## src/rtl/bbpll_pkg.sv

```systemverilog
// Shared types and constants for the BBPLL DCO code monitor.
// Holds the monitor FSM state type and the observation-window clamp.
package bbpll_pkg;

  typedef enum logic [0:0] {
    ST_IDLE    = 1'b0,
    ST_OBSERVE = 1'b1
  } mon_state_e;

  localparam int unsigned WIN_SEL_W    = 4;
  localparam int unsigned WIN_BITS_MAX = 10;

  // Limit a requested window exponent to what the sample counter can hold.
  function automatic logic [WIN_SEL_W-1:0] clamp_window_sel(
    input logic [WIN_SEL_W-1:0] sel,
    input int unsigned          max_bits
  );
    if (32'(sel) > max_bits) begin
      return WIN_SEL_W'(max_bits);
    end
    return sel;
  endfunction

endpackage : bbpll_pkg

```

## src/rtl/dco_code_monitor_if.sv

```systemverilog
// Control, DCO-select and window-report signals of the DCO code monitor.
// The master side drives selects and accepts reports; the slave is the monitor.
interface dco_code_monitor_if #(
  parameter int unsigned NUM_DCO_MATRIX_ROWS      = 17,
  parameter int unsigned NUM_DCO_MATRIX_COLUMNS   = 15,
  parameter int unsigned NUM_DCO_CONTROL_BITS_INT = 8,
  parameter int unsigned NUM_WINDOW_BITS          = bbpll_pkg::WIN_BITS_MAX
);

  logic                                  monitorEnable;
  logic [bbpll_pkg::WIN_SEL_W-1:0]       windowSel;
  logic [NUM_DCO_MATRIX_ROWS-2:0]        dcoRowSelect;
  logic [NUM_DCO_MATRIX_COLUMNS-2:0]     dcoColumnSelect;
  logic                                  dcoDither;
  logic [NUM_DCO_CONTROL_BITS_INT-1:0]   currentCode;
  logic                                  currentCodeValid;
  logic                                  reportValid;
  logic                                  reportReady;
  logic [NUM_DCO_CONTROL_BITS_INT-1:0]   reportMinCode;
  logic [NUM_DCO_CONTROL_BITS_INT-1:0]   reportMaxCode;
  logic [NUM_WINDOW_BITS:0]              reportDitherCount;
  logic [NUM_WINDOW_BITS:0]              reportInvalidCount;
  logic                                  overrun;

  modport master (
    output monitorEnable, windowSel, dcoRowSelect, dcoColumnSelect, dcoDither,
    output reportReady,
    input  currentCode, currentCodeValid, reportValid, reportMinCode,
    input  reportMaxCode, reportDitherCount, reportInvalidCount, overrun
  );

  modport slave (
    input  monitorEnable, windowSel, dcoRowSelect, dcoColumnSelect, dcoDither,
    input  reportReady,
    output currentCode, currentCodeValid, reportValid, reportMinCode,
    output reportMaxCode, reportDitherCount, reportInvalidCount, overrun
  );

endinterface : dco_code_monitor_if

```

## src/rtl/dco_therm_decode.sv

```systemverilog
// Active-low thermometer decode: counts zero bits and flags whether the
// zeros form one contiguous run starting at the LSB.
module dco_therm_decode #(
  parameter int unsigned W     = 16,
  parameter int unsigned CNT_W = $clog2(W + 1)
) (
  input  logic [W-1:0]     i_sel,
  output logic [CNT_W-1:0] o_count_c,
  output logic             o_legal_c
);

  always_comb begin
    o_count_c = '0;
    for (int unsigned i = 0; i < W; i++) begin
      if (!i_sel[i]) begin
        o_count_c = o_count_c + CNT_W'(1);
      end
    end
  end

  // A zero sitting above a one breaks the thermometer.
  always_comb begin
    o_legal_c = 1'b1;
    for (int unsigned i = 1; i < W; i++) begin
      if (i_sel[i-1] && !i_sel[i]) begin
        o_legal_c = 1'b0;
      end
    end
  end

endmodule : dco_therm_decode

```

## src/rtl/dco_code_monitor.sv

```systemverilog
// Decodes the DCO row/column thermometer selects each cycle and reports
// min/max/invalid statistics over power-of-two windows.
// Optional dither counting is enabled with `define DCO_MON_DITHER_COUNT_EN.
module dco_code_monitor
  import bbpll_pkg::*;
#(
  parameter int unsigned NUM_DCO_MATRIX_ROWS      = 17,
  parameter int unsigned NUM_DCO_MATRIX_COLUMNS   = 15,
  parameter int unsigned NUM_DCO_CONTROL_BITS_INT = 8,
  parameter int unsigned NUM_WINDOW_BITS          = WIN_BITS_MAX
) (
  input logic               referenceClock,
  input logic               resetB,
  dco_code_monitor_if.slave mon
);

  localparam int unsigned ROW_W     = NUM_DCO_MATRIX_ROWS - 1;
  localparam int unsigned COL_W     = NUM_DCO_MATRIX_COLUMNS - 1;
  localparam int unsigned ROW_CNT_W = $clog2(NUM_DCO_MATRIX_ROWS);
  localparam int unsigned COL_CNT_W = $clog2(NUM_DCO_MATRIX_COLUMNS);
  localparam int unsigned CODE_W    = NUM_DCO_CONTROL_BITS_INT;
  localparam int unsigned CNT_W     = NUM_WINDOW_BITS + 1;

  logic [ROW_CNT_W-1:0]  w_rows_on;
  logic [COL_CNT_W-1:0]  w_cols_on;
  logic                  w_row_legal;
  logic                  w_col_legal;
  logic                  w_legal;
  logic [CODE_W-1:0]     w_code;

  mon_state_e            r_state;
  mon_state_e            w_state_next;
  logic                  w_start;
  logic                  w_sample;
  logic                  w_abort;
  logic                  w_last;
  logic                  w_win_end;
  logic                  w_rep_load;
  logic [WIN_SEL_W-1:0]  w_win_sel_clamped;
  logic [CNT_W-1:0]      w_win_len_m1;

  logic [CODE_W-1:0]     r_code;
  logic                  r_code_valid;
  logic [WIN_SEL_W-1:0]  r_win_sel;
  logic [CNT_W-1:0]      r_sample_cnt;
  logic [CODE_W-1:0]     r_min;
  logic [CODE_W-1:0]     r_max;
  logic [CNT_W-1:0]      r_inv_cnt;
  logic [CODE_W-1:0]     w_min_next;
  logic [CODE_W-1:0]     w_max_next;
  logic [CNT_W-1:0]      w_inv_next;

  logic                  r_rep_valid;
  logic [CODE_W-1:0]     r_rep_min;
  logic [CODE_W-1:0]     r_rep_max;
  logic [CNT_W-1:0]      r_rep_inv;
  logic                  r_overrun;

  dco_therm_decode #(
    .W     (ROW_W),
    .CNT_W (ROW_CNT_W)
  ) u_row_decode (
    .i_sel     (mon.dcoRowSelect),
    .o_count_c (w_rows_on),
    .o_legal_c (w_row_legal)
  );

  dco_therm_decode #(
    .W     (COL_W),
    .CNT_W (COL_CNT_W)
  ) u_col_decode (
    .i_sel     (mon.dcoColumnSelect),
    .o_count_c (w_cols_on),
    .o_legal_c (w_col_legal)
  );

  assign w_legal = w_row_legal & w_col_legal;
  assign w_code  = CODE_W'(32'(w_rows_on) * NUM_DCO_MATRIX_COLUMNS + 32'(w_cols_on));

  // Last decoded legal code; an illegal sample only drops the valid flag.
  always_ff @(posedge referenceClock or negedge resetB) begin
    if (!resetB) begin
      r_code       <= '0;
      r_code_valid <= 1'b0;
    end else begin
      r_code_valid <= w_legal;
      if (w_legal) begin
        r_code <= w_code;
      end
    end
  end

  always_ff @(posedge referenceClock or negedge resetB) begin
    if (!resetB) begin
      r_state <= ST_IDLE;
    end else begin
      r_state <= w_state_next;
    end
  end

  always_comb begin
    w_state_next = r_state;
    w_start      = 1'b0;
    w_sample     = 1'b0;
    w_abort      = 1'b0;
    case (r_state)
      ST_IDLE: begin
        if (mon.monitorEnable) begin
          w_state_next = ST_OBSERVE;
          w_start      = 1'b1;
        end
      end
      ST_OBSERVE: begin
        if (mon.monitorEnable) begin
          w_sample = 1'b1;
        end else begin
          w_state_next = ST_IDLE;
          w_abort      = 1'b1;
        end
      end
      default: w_state_next = ST_IDLE;
    endcase
  end

  assign w_win_sel_clamped = clamp_window_sel(mon.windowSel, NUM_WINDOW_BITS);
  assign w_win_len_m1      = CNT_W'((32'd1 << r_win_sel) - 32'd1);
  assign w_last            = (r_sample_cnt == w_win_len_m1);
  assign w_win_end         = w_sample & w_last;
  assign w_rep_load        = w_win_end & (~r_rep_valid | mon.reportReady);

  // Accumulator values including the sample on the current cycle.
  always_comb begin
    w_min_next = r_min;
    w_max_next = r_max;
    w_inv_next = r_inv_cnt;
    if (w_legal) begin
      if (w_code < r_min) begin
        w_min_next = w_code;
      end
      if (w_code > r_max) begin
        w_max_next = w_code;
      end
    end else begin
      w_inv_next = r_inv_cnt + CNT_W'(1);
    end
  end

  always_ff @(posedge referenceClock or negedge resetB) begin
    if (!resetB) begin
      r_win_sel    <= '0;
      r_sample_cnt <= '0;
      r_min        <= '1;
      r_max        <= '0;
      r_inv_cnt    <= '0;
    end else if (w_start || w_abort || w_win_end) begin
      r_sample_cnt <= '0;
      r_min        <= '1;
      r_max        <= '0;
      r_inv_cnt    <= '0;
      if (!w_abort) begin
        r_win_sel <= w_win_sel_clamped;
      end
    end else if (w_sample) begin
      r_sample_cnt <= r_sample_cnt + CNT_W'(1);
      r_min        <= w_min_next;
      r_max        <= w_max_next;
      r_inv_cnt    <= w_inv_next;
    end
  end

  // A finished window replaces the held report only if the slot frees up.
  always_ff @(posedge referenceClock or negedge resetB) begin
    if (!resetB) begin
      r_rep_valid <= 1'b0;
      r_rep_min   <= '0;
      r_rep_max   <= '0;
      r_rep_inv   <= '0;
      r_overrun   <= 1'b0;
    end else begin
      if (w_rep_load) begin
        r_rep_valid <= 1'b1;
        r_rep_min   <= w_min_next;
        r_rep_max   <= w_max_next;
        r_rep_inv   <= w_inv_next;
      end else if (r_rep_valid && mon.reportReady) begin
        r_rep_valid <= 1'b0;
      end
      if (w_win_end && r_rep_valid && !mon.reportReady) begin
        r_overrun <= 1'b1;
      end else if (!mon.monitorEnable) begin
        r_overrun <= 1'b0;
      end
    end
  end

`ifdef DCO_MON_DITHER_COUNT_EN
  logic [CNT_W-1:0] r_dith_cnt;
  logic [CNT_W-1:0] r_rep_dith;
  logic [CNT_W-1:0] w_dith_next;

  assign w_dith_next = r_dith_cnt + (mon.dcoDither ? CNT_W'(1) : CNT_W'(0));

  always_ff @(posedge referenceClock or negedge resetB) begin
    if (!resetB) begin
      r_dith_cnt <= '0;
    end else if (w_start || w_abort || w_win_end) begin
      r_dith_cnt <= '0;
    end else if (w_sample) begin
      r_dith_cnt <= w_dith_next;
    end
  end

  always_ff @(posedge referenceClock or negedge resetB) begin
    if (!resetB) begin
      r_rep_dith <= '0;
    end else if (w_rep_load) begin
      r_rep_dith <= w_dith_next;
    end
  end

  assign mon.reportDitherCount = r_rep_dith;
`else
  logic w_unused_dither;
  assign w_unused_dither       = mon.dcoDither;
  assign mon.reportDitherCount = '0;
`endif

  assign mon.currentCode        = r_code;
  assign mon.currentCodeValid   = r_code_valid;
  assign mon.reportValid        = r_rep_valid;
  assign mon.reportMinCode      = r_rep_min;
  assign mon.reportMaxCode      = r_rep_max;
  assign mon.reportInvalidCount = r_rep_inv;
  assign mon.overrun            = r_overrun;

endmodule : dco_code_monitor

```

## src/flat_wrapper.sv

```systemverilog
// flat-port wrapper written by rule: the top's interface ports become plain ports
module dco_code_monitor_flat import bbpll_pkg::*;
#(
  parameter int unsigned NUM_DCO_MATRIX_ROWS      = 17,
  parameter int unsigned NUM_DCO_MATRIX_COLUMNS   = 15,
  parameter int unsigned NUM_DCO_CONTROL_BITS_INT = 8,
  parameter int unsigned NUM_WINDOW_BITS          = WIN_BITS_MAX
)
  (referenceClock, resetB, mon_monitorEnable, mon_windowSel, mon_dcoRowSelect, mon_dcoColumnSelect, mon_dcoDither, mon_reportReady, mon_currentCode, mon_currentCodeValid, mon_reportValid, mon_reportMinCode, mon_reportMaxCode, mon_reportDitherCount, mon_reportInvalidCount, mon_overrun);
  dco_code_monitor_if #(.NUM_DCO_MATRIX_ROWS(NUM_DCO_MATRIX_ROWS), .NUM_DCO_MATRIX_COLUMNS(NUM_DCO_MATRIX_COLUMNS), .NUM_DCO_CONTROL_BITS_INT(NUM_DCO_CONTROL_BITS_INT), .NUM_WINDOW_BITS(NUM_WINDOW_BITS)) mon_i ();
  input logic referenceClock;
  input logic resetB;
  input wire logic [$bits(mon_i.monitorEnable)-1:0] mon_monitorEnable;
  input wire logic [$bits(mon_i.windowSel)-1:0] mon_windowSel;
  input wire logic [$bits(mon_i.dcoRowSelect)-1:0] mon_dcoRowSelect;
  input wire logic [$bits(mon_i.dcoColumnSelect)-1:0] mon_dcoColumnSelect;
  input wire logic [$bits(mon_i.dcoDither)-1:0] mon_dcoDither;
  input wire logic [$bits(mon_i.reportReady)-1:0] mon_reportReady;
  output wire logic [$bits(mon_i.currentCode)-1:0] mon_currentCode;
  output wire logic [$bits(mon_i.currentCodeValid)-1:0] mon_currentCodeValid;
  output wire logic [$bits(mon_i.reportValid)-1:0] mon_reportValid;
  output wire logic [$bits(mon_i.reportMinCode)-1:0] mon_reportMinCode;
  output wire logic [$bits(mon_i.reportMaxCode)-1:0] mon_reportMaxCode;
  output wire logic [$bits(mon_i.reportDitherCount)-1:0] mon_reportDitherCount;
  output wire logic [$bits(mon_i.reportInvalidCount)-1:0] mon_reportInvalidCount;
  output wire logic [$bits(mon_i.overrun)-1:0] mon_overrun;
  assign mon_i.monitorEnable = mon_monitorEnable;
  assign mon_i.windowSel = mon_windowSel;
  assign mon_i.dcoRowSelect = mon_dcoRowSelect;
  assign mon_i.dcoColumnSelect = mon_dcoColumnSelect;
  assign mon_i.dcoDither = mon_dcoDither;
  assign mon_i.reportReady = mon_reportReady;
  assign mon_currentCode = mon_i.currentCode;
  assign mon_currentCodeValid = mon_i.currentCodeValid;
  assign mon_reportValid = mon_i.reportValid;
  assign mon_reportMinCode = mon_i.reportMinCode;
  assign mon_reportMaxCode = mon_i.reportMaxCode;
  assign mon_reportDitherCount = mon_i.reportDitherCount;
  assign mon_reportInvalidCount = mon_i.reportInvalidCount;
  assign mon_overrun = mon_i.overrun;
  dco_code_monitor #(.NUM_DCO_MATRIX_ROWS(NUM_DCO_MATRIX_ROWS), .NUM_DCO_MATRIX_COLUMNS(NUM_DCO_MATRIX_COLUMNS), .NUM_DCO_CONTROL_BITS_INT(NUM_DCO_CONTROL_BITS_INT), .NUM_WINDOW_BITS(NUM_WINDOW_BITS)) u_core (.referenceClock(referenceClock), .resetB(resetB), .mon(mon_i));
endmodule
```

## config.mk

```make
export PLATFORM = sky130hd
export DESIGN_NAME = dco_code_monitor_flat
export DESIGN_NICKNAME = d
export VERILOG_FILES = /design/src/rtl/bbpll_pkg.sv /design/src/rtl/dco_code_monitor_if.sv /design/src/rtl/dco_therm_decode.sv /design/src/rtl/dco_code_monitor.sv /design/src/flat_wrapper.sv
export SDC_FILE = /design/constraint.sdc
export NUM_CORES = 1
export LEC_CHECK = 0
export CORE_AREA = 3 3 139 141
export DETAILED_ROUTE_END_ITERATION = 16
export DIE_AREA = 0 0 142 144
export MAX_ROUTING_LAYER = met4
export PLACE_DENSITY = 0.73
export SLEW_MARGIN = 20
export SYNTH_ARGS = -nofsm -noshare
export SYNTH_HDL_FRONTEND = slang
export SYNTH_SLANG_ARGS = --single-unit
```

## constraint.sdc

```tcl
create_clock -name referenceClock -period 7.06 [get_ports referenceClock]
set_clock_uncertainty 0.2 [all_clocks]
set_input_delay 1.412 -clock referenceClock [delete_from_list [all_inputs] [get_ports referenceClock]]
set_output_delay 1.412 -clock referenceClock [all_outputs]
set_load 0.1 [all_outputs]
```

==> results of run 1 <==
[layout make-up]
| class | instances | area [um2] |
|---|---|---|
| clock inverter | 6 | 50.05 |
| multi-input combinational | 767 | 6321 |
| sequential | 81 | 2037 |
| clock buffer | 10 | 239.0 |
| tap | 229 | 286.5 |
| inverter | 67 | 269.0 |
| fill | 1379 | 6381 |
| timing repair buffer | 299 | 2502 |
[metal layers]
layer / routed length (um) / track usage [%]
met2: 10480 / 34.98
met3: 541 / 2.249
met5: 0 / -
met4: 347 / 5.808
met1: 9029 / 25.12
[cell families (layout without fill, tap and decap cells)]
group | count (synthesis) | count (layout) | synth area share (%)
muxes | 45 | 45 | 5.651
xor gates and xnor gates | 131 | 131 | 16.98
adders and majority gates | 76 | 76 | 12.44
DFF | 81 | 81 | 25.00
buffers and inverters | 123 | 382 | 6.296
other | 1 | 11 | 0.04602
AOI/OAI and AO/OA | 174 | 174 | 13.48
and+or+nand+nor | 328 | 330 | 20.10
[worst paths after layout]
path | endpoint | slack [ps] | startpoint | cells after the start
hold reg to reg | u_core.mon.reportInvalidCount[0] | 280 | u_core.mon.reportInvalidCount[0] | 2
max in group asynchronous | u_core.mon.currentCode[4] | 5250 | resetB | 1
setup reg to reg | u_core.r_sample_cnt[5] | 2720 | u_core.r_win_sel[3] | 12
setup / recovery | u_core.r_max[3] | -4780 | mon_dcoRowSelect[1] | 59
min in group asynchronous | u_core.mon.overrun | 910 | resetB | 1
hold / removal | u_core.mon.reportInvalidCount[0] | 280 | u_core.mon.reportInvalidCount[0] | 2
[flip-flops by register name (all words and copies together), names as in the netlist]
register / count
u_core.mon.overrun: 1
u_core.r_min: 8
u_core.mon.reportMinCode: 8
u_core.r_inv_cnt: 11
u_core.mon.reportValid: 1
u_core.r_state: 1
u_core.mon.reportMaxCode: 8
u_core.mon.reportInvalidCount: 11
u_core.mon.currentCode: 8
u_core.r_max: 8
u_core.r_win_sel: 4
u_core.r_sample_cnt: 11
u_core.mon.currentCodeValid: 1
[cell usage in the layout (no fill, tap or decap), drive strengths merged, types with 12 or more instances in the layout]
| cell | synthesis | final |
|---|---|---|
| buf | 21 | 227 |
| nand2 | 99 | 101 |
| nor2 | 78 | 78 |
| xnor2 | 77 | 77 |
| dfrtp | 73 | 73 |
| inv | 67 | 70 |
| clkdlybuf4s50 | 0 | 69 |
| ha | 65 | 65 |
| o21ai | 59 | 59 |
| xor2 | 46 | 46 |
| a21oi | 39 | 39 |
| mux2i | 37 | 37 |
| nor2b | 25 | 25 |
| nand2b | 20 | 20 |
| nor3 | 20 | 20 |
| nand3 | 18 | 18 |
| nand4 | 12 | 12 |
[timing repair]
| action | CTS | global route |
|---|---|---|
| endpoints found under the hold margin | 0 | 0 |
| setup buffers | 24 | 9 |
| gates resized for setup | 68 | 44 |
| cloned | 3 | 0 |
| endpoints found under the setup margin | 39 | 39 |
| pin swaps | 54 | 17 |
[through the flow]
stage,worst slack (ps),TNS [ps],util [%],hold slack (ps),instances
2_1_floorplan,-5062,-182720,-,301.5,969
3_3_place_gp,-5619,-206410,58.98,259.5,1410
3_5_place_dp,-5798,-213890,58.98,266.2,1410
4_1_cts,-4836,-176780,63.30,283.0,1452
5_1_grt,-5455,-198040,64.72,291.1,1459
6_report,-4778,-173990,64.72,275.6,1459
[critical path: cells and delay by family]
| family | cells | cell delay, ps |
|---|---|---|
| adders and majority gates | 12 | 3810 |
| AOI/OAI and AO/OA | 16 | 2310 |
| and+or+nand+nor | 15 | 2080 |
| xor gates and xnor gates | 7 | 1360 |
| buffers and inverters | 7 | 590 |
| muxes | 2 | 330 |
==> metrics.md, run 1 <==
| Metric | Value |
|---|---|
| RSZ-0062 raised after global routing | true |
| CP required | 7080 ps |
| Final min period | 11840 ps |
| CP max-delay cell | fa_1 |
| H-Tree Depth | 3 |
| Max incr delay on CP | 540 ps |
| Number of CTS-inserted buffers | 9 |
| Crit end category | flop |
| Worst Setup Path Type | input port to flop |
| Post-synth EDFFs | 0 |
| CTS tree | done |
| Final period util | 167.7% |
| Max-cap violations | 0 |
| Area contributors post-synth | dfrtp_1 (22%), ha_1 (10%), xnor2_1 (7.0%) |
| Worst-path maximum fanout | 6 |
| All-layer global routing usage | 20.23% |
| Ys flop type | dfrtp_1 |
| Wire per inst | 13.98 um |
| Die Width | 142 um |
| Die Area | 20450 um2 |
| Syn-to-layout area delta | 43.66% |
| Initial antenna violation count | 0 |
| Synth top area share | 22.42% |
| Die Y | 144 um |
| Global-route wire length before repair | 33980 um |
| Hold Fails Final Rpt | 0 |
| Post-synth ARST share | 100.0% |
| Cell with the most instances after synthesis | nand2_1 |
| Setup WS post-layout | -4778 ps |
| Largest net degree at the start of global routing | 82 |
| Crit path launch type | input port |
| DR vias/cell | 5.198 |
| DRC viols | 0 |
| Antenna-violating nets left | 0 |
| Worst Path Arrival | 11860 ps |
| Rows | 49 |
| Max-slew violations | 0 |
| DR vias | 7584 |
| Clock root buffer master | clkbuf_16 |
| Sequential element share of the synthesized area | 25.00% |
| CTS clk-pin slew, worst paths | 70 ps |
| Initial Util | 45.05% |
| Clock Latency Late Sink | 340 ps |
| CTS Buffer Depth | 2 |
| Worst-Margin Slew | 987.2 ps |
| CTS sink count | 81 |
| Status | complete, but fails checks |
| Rel. slew slack | 33.98% |
| Failing checks | negative setup slack |
| Yosys reg bits | 81 |
| Port buffer count | 75 |
| N_diodes | 0 |
| Cell mode on critical path | ha_4 |
| Yosys cell types | 86 |
| Placeable Area | 18090 um2 |
| FMAX | 84.47 MHz |
| Post-synthesis cell count | 959 |
| Drt initial violations | 436 |
| WL final | 20400 um |
| Syn Std Cell Area | 8148 um2 |
| Placer's final routability congestion estimate | 0.8662 |
| First-pass iteration count of the detailed router | 4 |
| Vias in the first global route | 7518 |
| Gr ovfl total | 0 |
| Layout cells sized above 1 | 31.30% |
| Commonest cells in the synthesized netlist | nand2_1 (99), nor2_1 (76), dfrtp_1 (73) |
| Design area | 11710 um2 |
| Synth Area per Inst | 8.496 um2 |
| Final nets | 1338 |
| Type of the worst min-delay path | flop to flop |
| Final setup viols | 39 |
| Synth area leader | dfrtp_1 |
| Hold buffers post-CTS | 0 |
| HPWL Detailed | 15030 um |
| IO Pins | 88 |
| Placed cell area | 10670 um2 |
| Number of warning messages in the yosys log | 0 |
Power of run 1 is left out: the tool's default activity adds up to more than one toggle a clock period on the data nets, which glitch-free logic cannot reach.
==> inputs of run 2 (changes only) <==
- CORE_AREA: 3 3 139 141 -> 3 3 143 145
- DIE_AREA: 0 0 142 144 -> 0 0 146 148
- SYNTH_HIERARCHICAL: unset -> 1
==> metrics.md, run 2 <==
| Metric | Value |
|---|---|
| CTS clk-pin slew, worst paths | 70 ps (about the same) |
| Gr ovfl total | 0 (unchanged) |
| Hold Fails Final Rpt | 0 (unchanged) |
| Max incr delay on CP | 560 ps (was 540 ps) |
| Number of warning messages in the yosys log | 6 (was 0) |
| IO Pins | 88 (unchanged) |
| HPWL Detailed | 16070 um (was 15030 um) |
| DRC viols | 0 (unchanged) |
| Ys flop type | dfrtp_1 (unchanged) |
| Initial antenna violation count | 0 (unchanged) |
| Most common cell after layout, fill and taps aside | buf_4 (unchanged) |
| Post-synth ARST share | 100.0% (unchanged) |
| Xor and xnor area share after synthesis | 17.61% (was 16.98%) |
| Global-route wire length before repair | 38140 um (was 33980 um) |
| Worst-Margin Slew | 1090 ps (was 987.2 ps) |
| Final min period | 11580 ps (was 11840 ps) |
| Final nets | 1357 (was 1338) |
| Register Area | 2037 um2 (unchanged) |
| Worst-path maximum fanout | 5 (was 6) |
| Layout cells sized above 1 | 38.14% (was 31.30%) |
| Initial Util | 44.86% (was 45.05%) |
| Wire per inst | 15.63 um (was 13.98 um) |
| CP top delay family | buffers and inverters (was adder cells) |
| RSZ-0062 raised after global routing | true (unchanged) |
| Area taken by multi-input logic gates | 6907 um2 (was 6321 um2) |
| All-layer global routing usage | 21.49% (was 20.23%) |
| FMAX | 86.34 MHz (was 84.47 MHz) |
| Synth area leader | dfrtp_1 (unchanged) |
| Fillers | 1417 (was 1379) |
| Setup WS post-layout | -4522 ps (was -4778 ps) |
| Placeable Area | 19330 um2 (was 18090 um2) |
| Die Width | 146 um (was 142 um) |
| Status | complete, but fails checks (unchanged) |
| Sequential element share of the synthesized area | 23.49% (was 25.00%) |
| Clock root buffer master | clkbuf_16 (unchanged) |
| Crit path launch type | input port (unchanged) |
| Syn Std Cell Area | 8673 um2 (was 8148 um2) |
| Placer's final routability congestion estimate | 0.8419 (was 0.8662) |
| Largest family of logic cells by synthesized area | simple AND/OR/NAND/NOR gates (unchanged) |
| Crit end category | flop (unchanged) |
| Layout Utilization | 65.74% (was 64.72%) |
| DR vias/cell | 5.266 (was 5.198) |
| Worst Setup Path Type | input port to flop (unchanged) |
| Clock Latency Late Sink | 340 ps (about the same) |
| Port buffer count | 75 (unchanged) |
| Largest net degree at the start of global routing | 82 (unchanged) |
| Synth Area in Simple Gates | 17.73% (was 20.10%) |
| Type of the worst min-delay path | flop to flop (unchanged) |
| Max-slew violations | 0 (unchanged) |
| Multiplexer share of the synthesized area | 10.11% (was 5.651%) |
| Commonest cells in the synthesized netlist | nand2_1 (87), dfrtp_1 (73), nor2_1 (69), inv_1 (68), xnor2_1 (68) (was nand2_1 (99), nor2_1 (76), dfrtp_1 (73)) |
| Max-cap violations | 0 (unchanged) |
| Failing checks | negative setup slack (unchanged) |
| Top Layer Used | met4 (unchanged) |
| First-pass iteration count of the detailed router | 4 (unchanged) |
| Commonest non-fill, non-tap cells in the layout | buf_4 (248), nand2_1 (75), dfrtp_1 (73), clkdlybuf4s50_1 (68), nor2_1 (65) (was buf_4 (210), nand2_1 (95), dfrtp_1 (73), nor2_1 (70), clkdlybuf4s50_1 (69)) |
| Worst Path Buf+Inv | 30 (was 7) |
| Compound-Gate Fraction of Synth Area | 12.62% (was 13.48%) |
| Hold buffers post-CTS | 0 (unchanged) |
| Synth Area per Inst | 9.207 um2 (was 8.496 um2) |
| CP required | 7090 ps (was 7080 ps) |
| Rel. slew slack | 27.12% (was 33.98%) |
| Drt initial violations | 310 (was 436) |
| N_diodes | 0 (unchanged) |
| Met3 routed WL | 769 um (was 541 um) |
| Synth top area share | 21.06% (was 22.42%) |
| Post-synth EDFFs | 0 (unchanged) |
| Yosys reg bits | 81 (unchanged) |
| Area contributors post-synth | dfrtp_1 (21%), ha_1 (9.5%), xnor2_1 (6.9%) (was dfrtp_1 (22%), ha_1 (10%), xnor2_1 (7.0%)) |
| Cell mode on critical path | buf_4 (was ha_4) |
| Post-synthesis cell count | 942 (was 959) |
| Met2 Wirelength | 12030 um (was 10480 um) |
| DR vias | 7968 (was 7584) |
| Worst Path Arrival | 11610 ps (was 11860 ps) |
| Die Area | 21610 um2 (was 20450 um2) |
| Cell with the most instances after synthesis | nand2_1 (unchanged) |
| Adder-Cell Fraction of Synth Area | 11.71% (was 12.44%) |
| CTS Buffer Depth | 2 (unchanged) |
| CTS sink count | 81 (unchanged) |
| Antenna-violating nets left | 0 (unchanged) |
| WL met1 | 10350 um (was 9029 um) |
| CTS tree | done (unchanged) |
| CP max-delay cell | fa_1 (unchanged) |
| Final period util | 164.1% (was 167.7%) |
| Syn-to-layout area delta | 46.55% (was 43.66%) |
| Vias in the first global route | 8072 (was 7518) |
| WL final | 23650 um (was 20400 um) |
| Die Y | 148 um (was 144 um) |
| Rows | 51 (was 49) |
| H-Tree Depth | 3 (unchanged) |
| Number of CTS-inserted buffers | 9 (unchanged) |
| Yosys cell types | 96 (was 86) |
| Final setup viols | 39 (unchanged) |
## run 2: changes by cell type after synthesis, sizes merged, moves of 6 or more
cell / change
mux2i: -12
xor2: -6
nor2: -9
xnor3: +6
o2111ai: +9
nor2b: +7
nand2: -11
mux2: +41
clkbuf: -10
buf: +10
o21ai: -33
a21oi: -12
## run 2: cell families after synthesis
family,Yosys count
compound gates,149
mux,74
flops,81
xor+xnor,133
buf+inv,125
other cells,1
fa+ha+maj,76
simple gates,303
## run 2: final timing paths
path | endpoint | slack, ps | cells after the start | startpoint
max in group asynchronous | u_core/mon.reportMinCode[5] | 5250 | 1 | resetB
hold reg to reg | u_core/mon.currentCode[0] | 290 | 2 | u_core/mon.currentCode[0]
hold / removal | u_core/mon.currentCode[0] | 290 | 2 | u_core/mon.currentCode[0]
setup reg to reg | u_core/mon.reportMaxCode[1] | 2980 | 10 | u_core/r_win_sel[3]
setup / recovery | u_core/mon.reportMinCode[0] | -4520 | 61 | mon_dcoColumnSelect[0]
min in group asynchronous | u_core/mon.reportInvalidCount[5] | 900 | 1 | resetB
## run 2: cell type report
type / instances / share of cell area (%)
multi-input combinational: 746 / 54.34
timing repair buffer: 336 / 21.89
sequential: 81 / 16.03
tap: 265 / 2.609
inverter: 69 / 2.195
clock buffer: 9 / 1.772
clock inverter: 7 / 1.171
## run 2: worst reg2reg max path, stage by stage (launching register included)
cell     delay [ps]
dfrtp_1         700
nor2_1          130
nand2_1         100
ha_1            390
or4bb_1         520
a21oi_1         170
nor4_1           80
or3_1           560
nor3b_4         240
buf_4           480
mux2_4          380
## run 2: routing by layer
metal  vias up  global-route usage, %
li1       3859                      -
met2       155                  36.96
met5         -                      -
met1      3921                  26.96
met4         0                  5.927
met3        33                  2.575
## run 2: stage by stage
stage	instances	hold WS [ps]	setup WS (ps)	area [um2]	TNS [ps]
floorplan	952	290.3	-4578	9112	-162500
global placement	1437	263.6	-5149	11390	-185960
detailed placement	1437	277.6	-5368	11390	-194420
CTS	1497	291.9	-4725	12320	-168940
global route	1513	312.8	-5132	12710	-184310
finish	1513	287.7	-4522	12710	-162170
## run 2: timing repair
item / 4_1_cts / 5_1_grt
cloned: 1 / 0
resized for setup: 65 / 58
hold endpoints to repair: 0 / 0
pin swaps: 59 / 65
setup endpoints to repair: 39 / 39
buffers inserted: 45 / 17
Power of run 2 is left out for the same reason.
==> inputs of run 3 (changes only) <==
- CORE_AREA: 3 3 143 145 -> 2 2 142 144
- DIE_AREA: 0 0 146 148 -> 0 0 144 146
==> metrics.md, run 3 (synthesis results as in run 2) <==
| Metric | Value |
|---|---|
| Setup WS post-layout | -4669 ps (was -4522 ps) |
| First-pass iteration count of the detailed router | 5 (was 4) |
| CTS Buffer Depth | 2 (unchanged) |
| Crit path launch type | input port (unchanged) |
| Rows | 51 (unchanged) |
| Layout cells sized above 1 | 37.38% (was 38.14%) |
| Antenna-violating nets left | 0 (unchanged) |
| Failing checks | negative setup slack (unchanged) |
| GR Util met3 | 3.850% (was 2.575%) |
| HPWL Detailed | 15640 um (was 16070 um) |
| Port buffer count | 75 (unchanged) |
| Final nets | 1337 (was 1357) |
| Hold Fails Final Rpt | 0 (unchanged) |
| IO Pins | 88 (unchanged) |
| CP required | 7090 ps (about the same) |
| Final period util | 166.1% (was 164.1%) |
| Max incr delay on CP | 540 ps (was 560 ps) |
| CTS sink count | 81 (unchanged) |
| CTS tree | done (unchanged) |
| FMAX | 85.26 MHz (was 86.34 MHz) |
| Met2 Use GR | 37.29% (was 36.96%) |
| Final min period | 11730 ps (was 11580 ps) |
| H-Tree Depth | 3 (unchanged) |
| CP max-delay cell | fa_1 (unchanged) |
| Register Area | 2037 um2 (unchanged) |
| Largest net degree at the start of global routing | 82 (unchanged) |
| Dpl cells | 1436 (was 1437) |
| Clock Latency Late Sink | 340 ps (about the same) |
| Die Width | 144 um (was 146 um) |
| Die Area | 21020 um2 (was 21610 um2) |
| Fillers | 1456 (was 1417) |
| Clock root buffer master | clkbuf_16 (unchanged) |
| Number of CTS-inserted buffers | 9 (unchanged) |
| WL final | 23090 um (was 23650 um) |
| Worst Path Arrival | 11750 ps (was 11610 ps) |
| Rel. slew slack | 25.27% (was 27.12%) |
| GR peak layer | met2 (unchanged) |
| Most common cell after layout, fill and taps aside | buf_4 (unchanged) |
| DR vias/cell | 5.263 (was 5.266) |
| Hold buffers post-CTS | 0 (unchanged) |
| Gr ovfl total | 0 (unchanged) |
| Worst-Margin Slew | 1118 ps (was 1090 ps) |
| Max-cap violations | 0 (unchanged) |
| Met1 usage | 27.45% (was 26.96%) |
| Die Y | 146 um (was 148 um) |
| CTS clk-pin slew, worst paths | 60 ps (was 70 ps) |
| DRC viols | 0 (unchanged) |
| N_diodes | 0 (unchanged) |
| Placeable Area | 19330 um2 (unchanged) |
| Global-route wire length before repair | 37230 um (was 38140 um) |
| Max-slew violations | 0 (unchanged) |
| Syn-to-layout area delta | 45.77% (was 46.55%) |
| Wire per inst | 15.46 um (was 15.63 um) |
| Layout Utilization | 65.39% (was 65.74%) |
| Final setup viols | 39 (unchanged) |
| RSZ-0062 raised after global routing | true (unchanged) |
| Initial Util | 44.86% (unchanged) |
| Placer's final routability congestion estimate | 0.8293 (was 0.8419) |
| Worst-path maximum fanout | 5 (unchanged) |
| Type of the worst min-delay path | flop to flop (unchanged) |
| Worst Setup Path Type | input port to flop (unchanged) |
| All-layer global routing usage | 22.12% (was 21.49%) |
| Status | complete, but fails checks (unchanged) |
| Initial antenna violation count | 0 (unchanged) |
| Commonest non-fill, non-tap cells in the layout | buf_4 (213), nand2_1 (75), dfrtp_1 (73), clkdlybuf4s50_1 (68), nor2_1 (64) (was buf_4 (248), nand2_1 (75), dfrtp_1 (73), clkdlybuf4s50_1 (68), nor2_1 (65)) |
| Crit end category | flop (unchanged) |
| Drt initial violations | 388 (was 310) |
| Cell mode on critical path | ha_4 (was buf_4) |
| Vias in the first global route | 8021 (was 8072) |
| Final hold slack | 294.3 ps (was 287.7 ps) |
| Non-Filler Instances | 1493 (was 1513) |
| DR vias | 7858 (was 7968) |
| Area taken by multi-input logic gates | 7012 um2 (was 6907 um2) |
==> run 3: cell count changes in the layout (fill, tap and decap cells not counted), sizes merged <==
cell	before	now
clkinv	0	3
clkinvlp	0	1
bufinv	4	1
clkbuf	9	12
inv	72	69
buf	265	244
==> run 3: stage by stage <==
step,area [um2],setup TNS [ps],worst slack (ps)
floorplan,9112,-162500,-4578
global placement,11380,-185760,-5150
detailed placement,11380,-194920,-5405
CTS,12240,-171740,-4753
global route,12640,-184560,-5149
finish,12640,-165770,-4669
==> run 3: worst max-delay path: cells and delay by family <==
kind | cells | cell delay, ps
fa+ha+maj | 13 | 3550
compound gates | 13 | 1790
simple gates | 15 | 1670
xor+xnor | 8 | 1540
mux | 4 | 960
buf+inv | 8 | 810
==> run 3: final timing paths <==
path / start / to / slack (ps) / cells after the start
max: mon_dcoRowSelect[1] / u_core/mon.reportMinCode[3] / -4670 / 61
min: u_core/mon.currentCode[0] / u_core/mon.currentCode[0] / 290 / 2
max reg2reg: u_core/r_win_sel[2] / u_core/mon.reportMaxCode[6] / 2990 / 10
min reg2reg: u_core/mon.currentCode[0] / u_core/mon.currentCode[0] / 290 / 2
max in group asynchronous: resetB / u_core/mon.reportMinCode[1] / 5250 / 1
min in group asynchronous: resetB / u_core/mon.reportInvalidCount[7] / 900 / 1
==> run 3: layout make-up <==
| type | instances | share of cell area, % |
|---|---|---|
| Sequential cell | 81 | 16.11 |
| Clock inverter | 5 | 0.4453 |
| Clock buffer | 11 | 1.841 |
| Tap cell | 265 | 2.622 |
| Timing Repair Buffer | 316 | 21.34 |
| Multi-Input combinational cell | 746 | 55.46 |
| Inverter | 69 | 2.187 |
==> run 3: repair_timing <==
action	4_1_cts	5_1_grt
gates cloned	1	0
resized for setup	83	73
endpoints found under the setup margin	39	39
buffers inserted	32	15
pin swaps	60	57
==> run 3: metal layers <==
metal	up-vias	share of wire, %
li1	3817	-
met1	3814	43
met2	189	51
met3	38	4.3
met4	0	2.0
met5	-	0
Power of run 3 is left out for the same reason.
